File: src/rtl/usb_packet_tx.sv
// Transmit packetizer: captures a NUM_BYTES frame and streams it over valid/ready.
// Define USB_TX_CRC_EN to append CRC16-USB (low byte first) after the payload.
module usb_packet_tx #(
  parameter int NUM_BYTES = 64
) (
  input  logic                   clk,
  input  logic                   n_rst,
  input  logic                   load,
  input  logic [8*NUM_BYTES-1:0] data_in,
  input  logic                   tx_ready,
  output logic [7:0]             tx_data,
  output logic                   tx_valid,
  output logic                   busy,
  output logic                   done
);

  localparam int CW = $clog2(NUM_BYTES + 1);
  localparam int IW = (NUM_BYTES > 1) ? $clog2(NUM_BYTES) : 1;
  localparam logic [CW-1:0] LAST = CW'(NUM_BYTES - 1);

`ifdef USB_TX_CRC_EN
  typedef enum logic [1:0] {IDLE, SEND_DATA, SEND_CRC_LO, SEND_CRC_HI} state_t;
`else
  typedef enum logic [0:0] {IDLE, SEND_DATA} state_t;
`endif

  state_t        state, state_d;
  logic [CW-1:0] count, count_d;
  logic [7:0]    frame [NUM_BYTES];
  logic [7:0]    cur_byte;
  logic          capture;
  logic          done_d;

`ifdef USB_TX_CRC_EN
  logic [15:0] crc, crc_d;

  // Reflected CRC16-USB update, one byte folded in LSB-first
  function automatic logic [15:0] crc16_byte(input logic [15:0] c_in, input logic [7:0] b);
    logic [15:0] c;
    c = c_in ^ {8'h00, b};
    for (int i = 0; i < 8; i++) begin
      c = c[0] ? ((c >> 1) ^ 16'hA001) : (c >> 1);
    end
    return c;
  endfunction
`endif

  assign capture  = (state == IDLE) && load;
  assign cur_byte = frame[count[IW-1:0]];
  assign busy     = (state != IDLE);

  always_comb begin
    state_d  = state;
    count_d  = count;
    done_d   = 1'b0;
    tx_data  = 8'h00;
    tx_valid = 1'b0;
`ifdef USB_TX_CRC_EN
    crc_d    = crc;
`endif
    unique case (state)
      IDLE: begin
        if (load) begin
          state_d = SEND_DATA;
          count_d = '0;
`ifdef USB_TX_CRC_EN
          crc_d   = 16'hFFFF;
`endif
        end
      end
      SEND_DATA: begin
        tx_data  = cur_byte;
        tx_valid = 1'b1;
        if (tx_ready) begin
          count_d = count + CW'(1);
`ifdef USB_TX_CRC_EN
          crc_d   = crc16_byte(crc, cur_byte);
          if (count == LAST) state_d = SEND_CRC_LO;
`else
          if (count == LAST) begin
            state_d = IDLE;
            done_d  = 1'b1;
          end
`endif
        end
      end
`ifdef USB_TX_CRC_EN
      SEND_CRC_LO: begin
        tx_data  = ~crc[7:0];
        tx_valid = 1'b1;
        if (tx_ready) state_d = SEND_CRC_HI;
      end
      SEND_CRC_HI: begin
        tx_data  = ~crc[15:8];
        tx_valid = 1'b1;
        if (tx_ready) begin
          state_d = IDLE;
          done_d  = 1'b1;
        end
      end
`endif
      default: state_d = IDLE;
    endcase
  end

  always_ff @(posedge clk) begin
    if (!n_rst) begin
      state <= IDLE;
      count <= '0;
      done  <= 1'b0;
`ifdef USB_TX_CRC_EN
      crc   <= 16'hFFFF;
`endif
    end else begin
      state <= state_d;
      count <= count_d;
      done  <= done_d;
`ifdef USB_TX_CRC_EN
      crc   <= crc_d;
`endif
    end
  end

  // Frame register only changes on an accepted load, so data_in may move freely afterwards
  always_ff @(posedge clk) begin
    if (n_rst && capture) begin
      for (int k = 0; k < NUM_BYTES; k++) begin
        frame[k] <= data_in[8*k +: 8];
      end
    end
  end

endmodule

File: config.mk
export PLATFORM = sky130hd
export DESIGN_NAME = usb_packet_tx
export DESIGN_NICKNAME = d
export VERILOG_FILES = /design/src/rtl/usb_packet_tx.sv
export SDC_FILE = /design/constraint.sdc
export NUM_CORES = 1
export LEC_CHECK = 0
export CAP_MARGIN = 15
export CELL_PAD_IN_SITES_DETAIL_PLACEMENT = 1
export CELL_PAD_IN_SITES_GLOBAL_PLACEMENT = 1
export CORE_ASPECT_RATIO = 1.25
export CORE_UTILIZATION = 25
export CTS_CLUSTER_SIZE = 24
export DETAILED_ROUTE_END_ITERATION = 10
export PLACE_DENSITY = 0.52
export SYNTH_ARGS = -nofsm -noshare
export SYNTH_HDL_FRONTEND = slang
export SYNTH_SLANG_ARGS = --single-unit
File: constraint.sdc
create_clock -name clk -period 35.3 [get_ports clk]
set_input_delay 5.295 -clock clk [delete_from_list [all_inputs] [get_ports clk]]
set_output_delay 5.295 -clock clk [all_outputs]
set_load 0.02 [all_outputs]
==> results of run 1 <==
[cells in the mapped netlist, drive strengths merged, types with 2 or more instances]
| cell type | n |
|---|---|
| o211ai | 7 |
| and2 | 4 |
| mux4 | 123 |
| a21oi | 4 |
| a32o | 3 |
| inv | 2 |
| or3 | 2 |
| nor2b | 7 |
| nor3 | 4 |
| mux2 | 6 |
| a22oi | 5 |
| nand2 | 20 |
| buf | 34 |
| a221oi | 13 |
| a31oi | 6 |
| mux2i | 40 |
| nand2b | 4 |
| clkbuf | 13 |
| nand3 | 6 |
| nor2 | 15 |
| o32ai | 2 |
| edfxtp | 512 |
| or2 | 2 |
| o21ai | 14 |
| o22ai | 7 |
| dfxtp | 15 |
| a211oi | 9 |
[state kept, by name (all words and copies together), names as in the netlist, named ones only]
name,cells
busy,1
count,7
frame,512
done,1
[worst max-delay path: cells and delay by family, from the launching register on]
family / cells / cell delay (ns)
muxes: 1 / 0.58
and+or+nand+nor: 1 / 0.16
DFF: 1 / 0.88
AOI/OAI and AO/OA: 3 / 1.04
buffers and inverters: 2 / 1.37
[worst max path at each step]
stage / slack, ns / depth (start not counted) / from / to
final: 25.28 / 7 / flop / tx_data[2]
after global routing: 24.87 / 7 / flop / tx_data[2]
after CTS: 24.98 / 7 / flop / tx_data[2]
after detailed placement: 25.67 / 7 / flop / tx_data[2]
after global placement: 25.69 / 7 / flop / tx_data[6]
after floorplan: 7.20 / 2 / n_rst / frame[0][0]
[layout by cell type, fill, tap and decap left out, drive strengths merged, types with 7 or more instances in the layout]
| cell | count |
|---|---|
| clkbuf | 67 |
| nand2 | 20 |
| a221oi | 13 |
| o22ai | 7 |
| clkinv | 28 |
| edfxtp | 512 |
| nor2b | 7 |
| clkdlybuf4s50 | 526 |
| a211oi | 9 |
| diode | 14 |
| mux4 | 123 |
| nor2 | 15 |
| bufinv | 8 |
| dfxtp | 15 |
| buf | 16 |
| mux2i | 40 |
| o21ai | 14 |
| o211ai | 7 |
[layout make-up]
class                           count  area, sq um
Tap cell                         1062         1330
Sequential cell                   527        15700
Antenna cell                       14         35.0
Clock inverter                     41          430
Timing Repair Buffer              542         5400
Clock buffer                       67         1510
Inverter                            3         11.3
Multi-Input combinational cell    319         4170
Fill cell                        7975        51400
[metal layers]
metal | part of all wire | global-route usage
met3 | 0.069 | 0.0490
met2 | 0.54 | 0.290
met5 | 0.0013 | 0
met4 | 0.023 | 0.0562
met1 | 0.36 | 0.169
[per-stage QoR]
stage               setup slack (ns)  instance area [sq um]  std cells
floorplan                       7.20                  20200        896
global placement               25.69                  26600       2453
detailed placement             25.67                  26600       2453
CTS                            24.98                  28500       2561
global route                   24.87                  28600       2572
finish                         25.28                  28600       2575
[cells by family (layout without fill, tap and decap cells)]
logic type | count (synthesis) | after routing | share of synthesized area
AOI/OAI and AO/OA | 79 | 79 | 0.0283
adders and majority gates | 1 | 1 | 0.000620
buffers and inverters | 50 | 653 | 0.0166
DFF | 527 | 527 | 0.777
muxes | 169 | 169 | 0.160
other | 0 | 14 | 0
and+or+nand+nor | 70 | 70 | 0.0171
[power by group through the flow]
stage / clock network [mW] / registers, mW / logic [mW]
2_1_floorplan: 0 / 0.752 / 0.0337
3_3_place_gp: 0 / 0.735 / 0.104
3_5_place_dp: 0 / 0.736 / 0.106
4_1_cts: 0.640 / 0.723 / 0.106
5_1_grt: 0.662 / 0.725 / 0.111
6_report: 0.619 / 0.723 / 0.103
==> run_results.csv, run 1 <==
group,metric,value,unit
outcome,status,"complete, no violations",
pwr,total_power,1.44,mW
critical_path,cp-end-kind,"primary output",
floorplanning,die_width,256,um
synth,synth_top_cell_area_share,0.762,
min_path,hold_path_depth,1,
timing,worst_pin_slew,1.27,ns
timing,rsz0062_at_grt,"false",
drt,drtAntennaViolNets,0,
timing,setup_viol,0,
pwr,ir_worst_vdd,0.0000421,V
timing,worst_hold_slack,0.457,ns
drt,wl_per_cell,25.4,um
pwr,power_frac_comb,0.072,
pwr,cellLeakagePower,8.94,nW
grt,first_global_vias,12601,
timing,period_share,0.284,
cts,cts_buffers,58,
pwr,clockPowerShare,0.428,
critical_path,slowest_delay,0.88,ns
drt,drt_pass1_iterations,6,
synth,synth_top_area_cell,"edfxtp_1",
timing,slew_headroom,0.153,
min_path,hold_path_startpoint,"count[6]",
placement,hpwl,48.1,mm
synth,synth_area,0.0202,sq mm
placement,place.gp.congestion,0.762,
synth,synth_flop_cell,"edfxtp_1",
grt,antenna_found_initial,22,
timing,fmax,99.8,MHz
timing,report.final.slew_viol_count,0,
critical_path,cp.required,30.00,ns
drt,vias_per_cell,4.30,
grt,grt_max_degree,206,
synth,synth.net_count,1413,
drt,vias,11073,
cts,post_cts_buffers,0,
pwr,p_int,1.15,mW
min_path,hp-class,"flop to flop",
cts,cts_tree,"built",
min_path,min_to,"done",
grt,grt_use_total,0.158,
synth,ys_types,48,
cts,ctsHoldBuffers,0,
synth,synth-async-reset-ratio,0,
pwr,seqPwrFrac,0.500,
critical_path,r2r_cells,4,
placement,io_buffers,526,
grt,grt_pass1_wl,91.2,mm
critical_path,reg2reg_slack,31.85,ns
grt,grt_overflow,0,
synth,synth_seq_cells,527,
final_layout,area_growth,41.6,%
drt,drt_iter0_markers,666,
final_layout,fin_nets,1968,
final_layout,fin_util,0.357,
drt,drc,0,
floorplanning,die_area,0.0819,sq mm
pwr,switching_share,0.207,
cts,htree_num_levels,2,
pwr,switchingPower,0.299,mW
drt,wl,65.4,mm
critical_path,crit_chain,"buf_4 -> mux4_2 -> and2_1 -> a211oi_1 -> a31oi_1 -> a311o_1 -> clkdlybuf4s50_1",
critical_path,critPathArrivalTime,4.73,ns
critical_path,worst-setup-path-type,"flop to primary output",
cts,cts-root-buf,"clkbuf_16",
final_layout,drive_above_1_share,0.161,
job,drv_cap,0,
critical_path,path_max_fanout,39,
critical_path,cp_slowest_cell,"dfxtp_4",
cts,cts_resized,0,
floorplanning,num_io_pins,527,
synth,ys_warn_count,0,
floorplanning,rows,116,
timing,fin_crit,10.02,ns
timing,hold_violations,0,
synth,postSynthCellCount,896,
cts,cts_max_path_buffers,3,
timing,fin_skew,0.0220,ns
floorplanning,die_h,320,um
synth,synth-seq-area-share,0.777,
cts,path_clk_slew,0.06,ns
cts,clock_sinks,527,
synth,synth_area_leaders,"edfxtp_1, mux4_2, mux2i_1",
synth,avgSynthCellArea,22.5,sq um
critical_path,rr_endpoint,"frame[34][1]",
cts,insertion_delay,0.63,ns
floorplanning,coreArea,0.0800,sq mm
pwr,power.density,50.6,mW/mm^2
critical_path,cp-start-kind,"flop",
floorplanning,initial_utilization,0.252,
timing,fin_tns_setup,0,ns
critical_path,crit-reg2reg-launch,"busy",
synth,synth_edf_count,512,
Power figures use the tool's default switching activity.
==> run 2: changes to the inputs <==
Clock period 35.3 ns to 9.4 ns, I/O delays scaled along.
==> run 2 against run 1 <==
Worst hold slack improved by 0.017 ns. First-iteration DRC count rose by 3.0%. Die area did not move. Sequential power rose to 3.7 times the previous value. Critical endpoint is now tx_data[4].
==> run_results.csv, run 2 (same netlist as run 1, synthesis figures left out) <==
group,metric,value,unit
outcome,status,"complete, no violations",
critical_path,cp_slowest_cell,"dfxtp_4",
pwr,ir_worst_vdd,0.000120,V
job,drv_cap,0,
floorplanning,rows,116,
floorplanning,num_io_pins,527,
final_layout,n_fill_cell,7946,
final_layout,largest_register,"frame",
final_layout,most-common-layout-cells,"clkdlybuf4s50_1, edfxtp_1, mux4_2",
timing,slew_headroom,0.283,
pwr,cellLeakagePower,8.85,nW
critical_path,path_max_fanout,49,
grt,first_global_vias,12686,
floorplanning,die_width,256,um
timing,fin_skew,0.00975,ns
critical_path,slowest_delay,0.84,ns
placement,post-place-ws,3.86,ns
cts,clock_sinks,527,
floorplanning,die_area,0.0819,sq mm
cts,path_clk_slew,0.05,ns
cts,insertion_delay,0.62,ns
final_layout,area_growth,40.7,%
pwr,power.density,185,mW/mm^2
final_layout,drive_above_1_share,0.156,
cts,post_cts_buffers,0,
critical_path,critPathArrivalTime,4.39,ns
critical_path,crit_chain,"buf_4 -> mux4_2 -> mux2i_1 -> a221oi_1 -> a32o_1 -> clkdlybuf4s50_1",
timing,rsz0062_at_grt,"false",
placement,detailed_place.area,0.0266,sq mm
placement,place.gp.congestion,0.740,
cts,cts_max_path_buffers,3,
cts,ctsHoldBuffers,0,
final_layout,final_common_cell,"clkdlybuf4s50_1",
drt,vias_per_cell,4.35,
timing,worst_pin_slew,1.07,ns
cts,cts-root-buf,"clkbuf_16",
timing,fin_tns_setup,0,ns
final_layout,largest_reg_flops,512,
final_layout,fin_util,0.355,
critical_path,cp-start-kind,"flop",
timing,fmax,172,MHz
floorplanning,coreArea,0.0800,sq mm
drt,drc,0,
floorplanning,initial_utilization,0.252,
drt,wl_per_cell,25.5,um
drt,wl,65.3,mm
timing,fin_ws,3.60,ns
critical_path,cp.required,7.99,ns
cts,cts_buffers,57,
timing,setup_viol,0,
grt,grt_overflow,0,
placement,io_buffers,526,
cts,htree_num_levels,2,
min_path,hp-class,"flop to flop",
grt,grt_max_degree,154,
critical_path,cp-end-kind,"primary output",
floorplanning,die_h,320,um
final_layout,final_area,0.0284,sq mm
timing,period_share,0.618,
drt,drt_iter0_markers,686,
final_layout,fin_nets,1962,
timing,fin_crit,5.80,ns
placement,hpwl,47.7,mm
grt,antenna_found_initial,22,
timing,report.final.slew_viol_count,0,
drt,drt_pass1_iterations,4,
drt,vias,11147,
final_layout,reg_top3,"frame: 512 flops, count: 7 flops",
grt,grt_use_total,0.158,
drt,drtAntennaViolNets,0,
cts,cts_resized,0,
critical_path,worst-setup-path-type,"flop to primary output",
grt,grt_pass1_wl,91.2,mm
timing,hold_violations,0,
cts,cts_tree,"built",
## run 2: stage by stage
stage               hold WS (ns)  power (mW)  instances
finish                     0.474        5.26       2560
global route               0.490        5.44       2560
CTS                        0.476        5.35       2545
detailed placement         0.471        3.17       2448
global placement           0.454        3.15       2448
floorplan                  0.423        2.90        896
## run 2: routing by layer
metal  GRT usage  wire (um)  up-vias
li1            -          -     4921
met1       0.170      23500     5728
met2       0.286      35200      384
met3      0.0503       4790       98
met4      0.0587       1760       16
met5           0        104        -
## run 2: report_power, final
part | internal (mW) | switching, mW | total, mW
clock network | 1.23 | 0.923 | 2.16
registers | 2.68 | 0.0280 | 2.71
logic | 0.257 | 0.138 | 0.395
total | 4.17 | 1.09 | 5.26
## run 2: layout make-up
class                           count  area (sq um)  share of cell area
Inverter                            3          16.3            0.000573
Tap cell                         1062          1330              0.0468
Clock inverter                     33           289              0.0102
Sequential cell                   527         15700               0.553
Timing Repair Buffer              537          5400               0.190
Clock buffer                       64          1450              0.0512
Antenna cell                       15          37.5             0.00132
Multi-Input combinational cell    319          4180               0.147
## run 2: critical path, delay by kind of cell, from the launching register on
kind	cells	cell delay, ns
AOI/OAI and AO/OA	2	1.00
DFF	1	0.84
buffers and inverters	2	1.40
muxes	2	0.46
## run 2: path summary, 6_finish.rpt
path	depth (start not counted)	startpoint	slack [ns]	end
worst max-delay path	6	flop	3.60	tx_data[4]
worst min-delay path	1	count[6]	0.47	done
worst max register to register	4	busy	6.16	frame[61][5]
worst min register to register	1	count[6]	0.47	done
==> run 3: changes to the inputs <==
Settings changed: PLACE_DENSITY 0.52 to 0.54.
Clock period 9.4 ns to 5.2 ns, I/O delays scaled along.
==> run 3 against run 2 <==
Setup slack got worse by 3.1 ns. Sequential power rose by 81%. Via count increased by 0.85%. Largest power group unchanged. Routed wire length grew 0.88%. Worst hold slack improved by 0.011 ns.
==> run_results.csv, run 3 (same netlist as run 1, synthesis figures left out) <==
group,metric,value,unit
final_layout,largest_register,"frame",
pwr,p_int,7.39,mW
min_path,hold_path_depth,1,
grt,grt_max_degree,111,
cts,insertion_delay,0.63,ns
final_layout,fin_nets,1988,
timing,worst_pin_slew,0.964,ns
timing,fin_ws,0.463,ns
final_layout,area_growth,41.6,%
grt,first_global_vias,12780,
timing,hold_violations,0,
drt,wl_met1,24.8,mm
cts,cts-root-buf,"clkbuf_16",
cts,cts_resized,0,
cts,cts_tree,"built",
placement,io_buffers,526,
grt,grt_use_total,0.159,
pwr,clockPowerShare,0.398,
drt,vias_per_cell,4.35,
timing,fin_skew,0.0203,ns
grt,grt_pass1_wl,92.3,mm
pwr,power.density,328,mW/mm^2
critical_path,slowest_delay,0.77,ns
drt,drc,0,
floorplanning,rows,116,
drt,vias,11242,
grt,grt_overflow,0,
cts,cts_max_path_buffers,3,
drt,drt_pass1_iterations,4,
job,drv_cap,0,
critical_path,cp-end-kind,"primary output",
final_layout,final_area,0.0286,sq mm
critical_path,cp.required,4.42,ns
pwr,cellLeakagePower,8.96,nW
floorplanning,die_width,256,um
placement,post-place-ws,0.942,ns
timing,fmax,211,MHz
final_layout,seq_area,0.0157,sq mm
timing,period_share,0.911,
critical_path,worst-setup-path-type,"flop to primary output",
cts,path_clk_slew,0.06,ns
drt,route.met2.wl,35.0,mm
final_layout,drive_above_1_share,0.162,
final_layout,largest_reg_flops,512,
drt,drtAntennaViolNets,0,
timing,report.final.slew_viol_count,0,
pwr,switchingPower,1.98,mW
timing,rsz0062_at_grt,"false",
drt,route.met3.wl,4.46,mm
timing,setup_viol,0,
floorplanning,num_io_pins,527,
final_layout,most-common-layout-cells,"clkdlybuf4s50_1, edfxtp_1, mux4_2",
cts,ctsHoldBuffers,0,
cts,clock_sinks,527,
final_layout,final_common_cell,"clkdlybuf4s50_1",
timing,fin_crit,4.74,ns
floorplanning,die_area,0.0819,sq mm
drt,wl,65.9,mm
pwr,power_frac_comb,0.079,
min_path,hp-class,"flop to flop",
final_layout,instances_no_fill,2586,
cts,post_cts_buffers,0,
placement,detailed_place.area,0.0269,sq mm
placement,hpwl,49.6,mm
final_layout,n_fill_cell,7967,
critical_path,cp-start-kind,"flop",
drt,wl_per_cell,25.5,um
critical_path,cp_slowest_cell,"dfxtp_4",
cts,htree_num_levels,2,
placement,place.gp.congestion,0.783,
placement,place_inst,2474,
cts,cts_buffers,57,
floorplanning,initial_utilization,0.252,
critical_path,crit_chain,"buf_12 -> mux4_2 -> mux2i_1 -> nand2_1 -> o211ai_1 -> o21ai_1 -> clkdlybuf4s50_1",
outcome,status,"complete, no violations",
pwr,seqPwrFrac,0.524,
grt,antenna_found_initial,22,
drt,drt_iter0_markers,614,
critical_path,path_max_fanout,29,
final_layout,reg_top3,"frame: 512 flops, count: 7 flops",
pwr,switching_share,0.211,
pwr,ir_worst_vdd,0.000262,V
floorplanning,die_h,320,um
critical_path,r2r_cells,3,
pwr,total_power,9.36,mW
drt,top_layer,"met5",
floorplanning,coreArea,0.0800,sq mm
critical_path,critPathArrivalTime,3.96,ns
timing,fin_tns_setup,0,ns
timing,slew_headroom,0.357,
final_layout,multi_input_area,0.00418,sq mm
run 3: cell type report:
| class | instances | area share |
|---|---|---|
| clock buffers | 76 | 0.0539 |
| inverters | 3 | 0.000569 |
| well taps | 1062 | 0.0465 |
| multi-input cells | 319 | 0.146 |
| diodes | 10 | 0.000876 |
| clock inverters | 26 | 0.00438 |
| flip-flops and latches | 527 | 0.549 |
| repair buffers | 563 | 0.198 |
run 3: per-stage QoR:
stage	util	hold WS, ns
final	0.357	0.485
after global routing	0.357	0.500
after CTS	0.357	0.480
after detailed placement	0.336	0.456
after global placement	0.336	0.443
after floorplan	-	0.423
run 3: worst paths after layout:
kind / from / to / slack [ns]
worst max register to register: busy / frame[63][4] / 2.88
worst min register to register: count[6] / done / 0.49
worst min-delay path: count[6] / done / 0.49
worst max-delay path: flop / tx_data[0] / 0.46
run 3: worst max-delay path, delay by kind of cell (launching register included):
kind                   cells  cell delay, ns
buffers and inverters      2            0.94
and+or+nand+nor            1            0.26
muxes                      2            0.93
AOI/OAI and AO/OA          2            0.36
DFF                        1            0.77
run 3: power by group through the flow:
stage | Clock, mW | Sequential, mW | Combinational, mW
floorplan | 0 | 5.01 | 0.230
global placement | 0 | 4.99 | 0.746
detailed placement | 0 | 5.00 | 0.753
CTS | 3.86 | 4.91 | 0.757
global route | 4.00 | 4.92 | 0.787
finish | 3.72 | 4.90 | 0.739
run 3: routing by layer:
layer,vias to the layer above,track usage
li1,4976,-
met1,5736,0.181
met2,419,0.284
met3,91,0.0456
met4,20,0.0523
met5,-,0
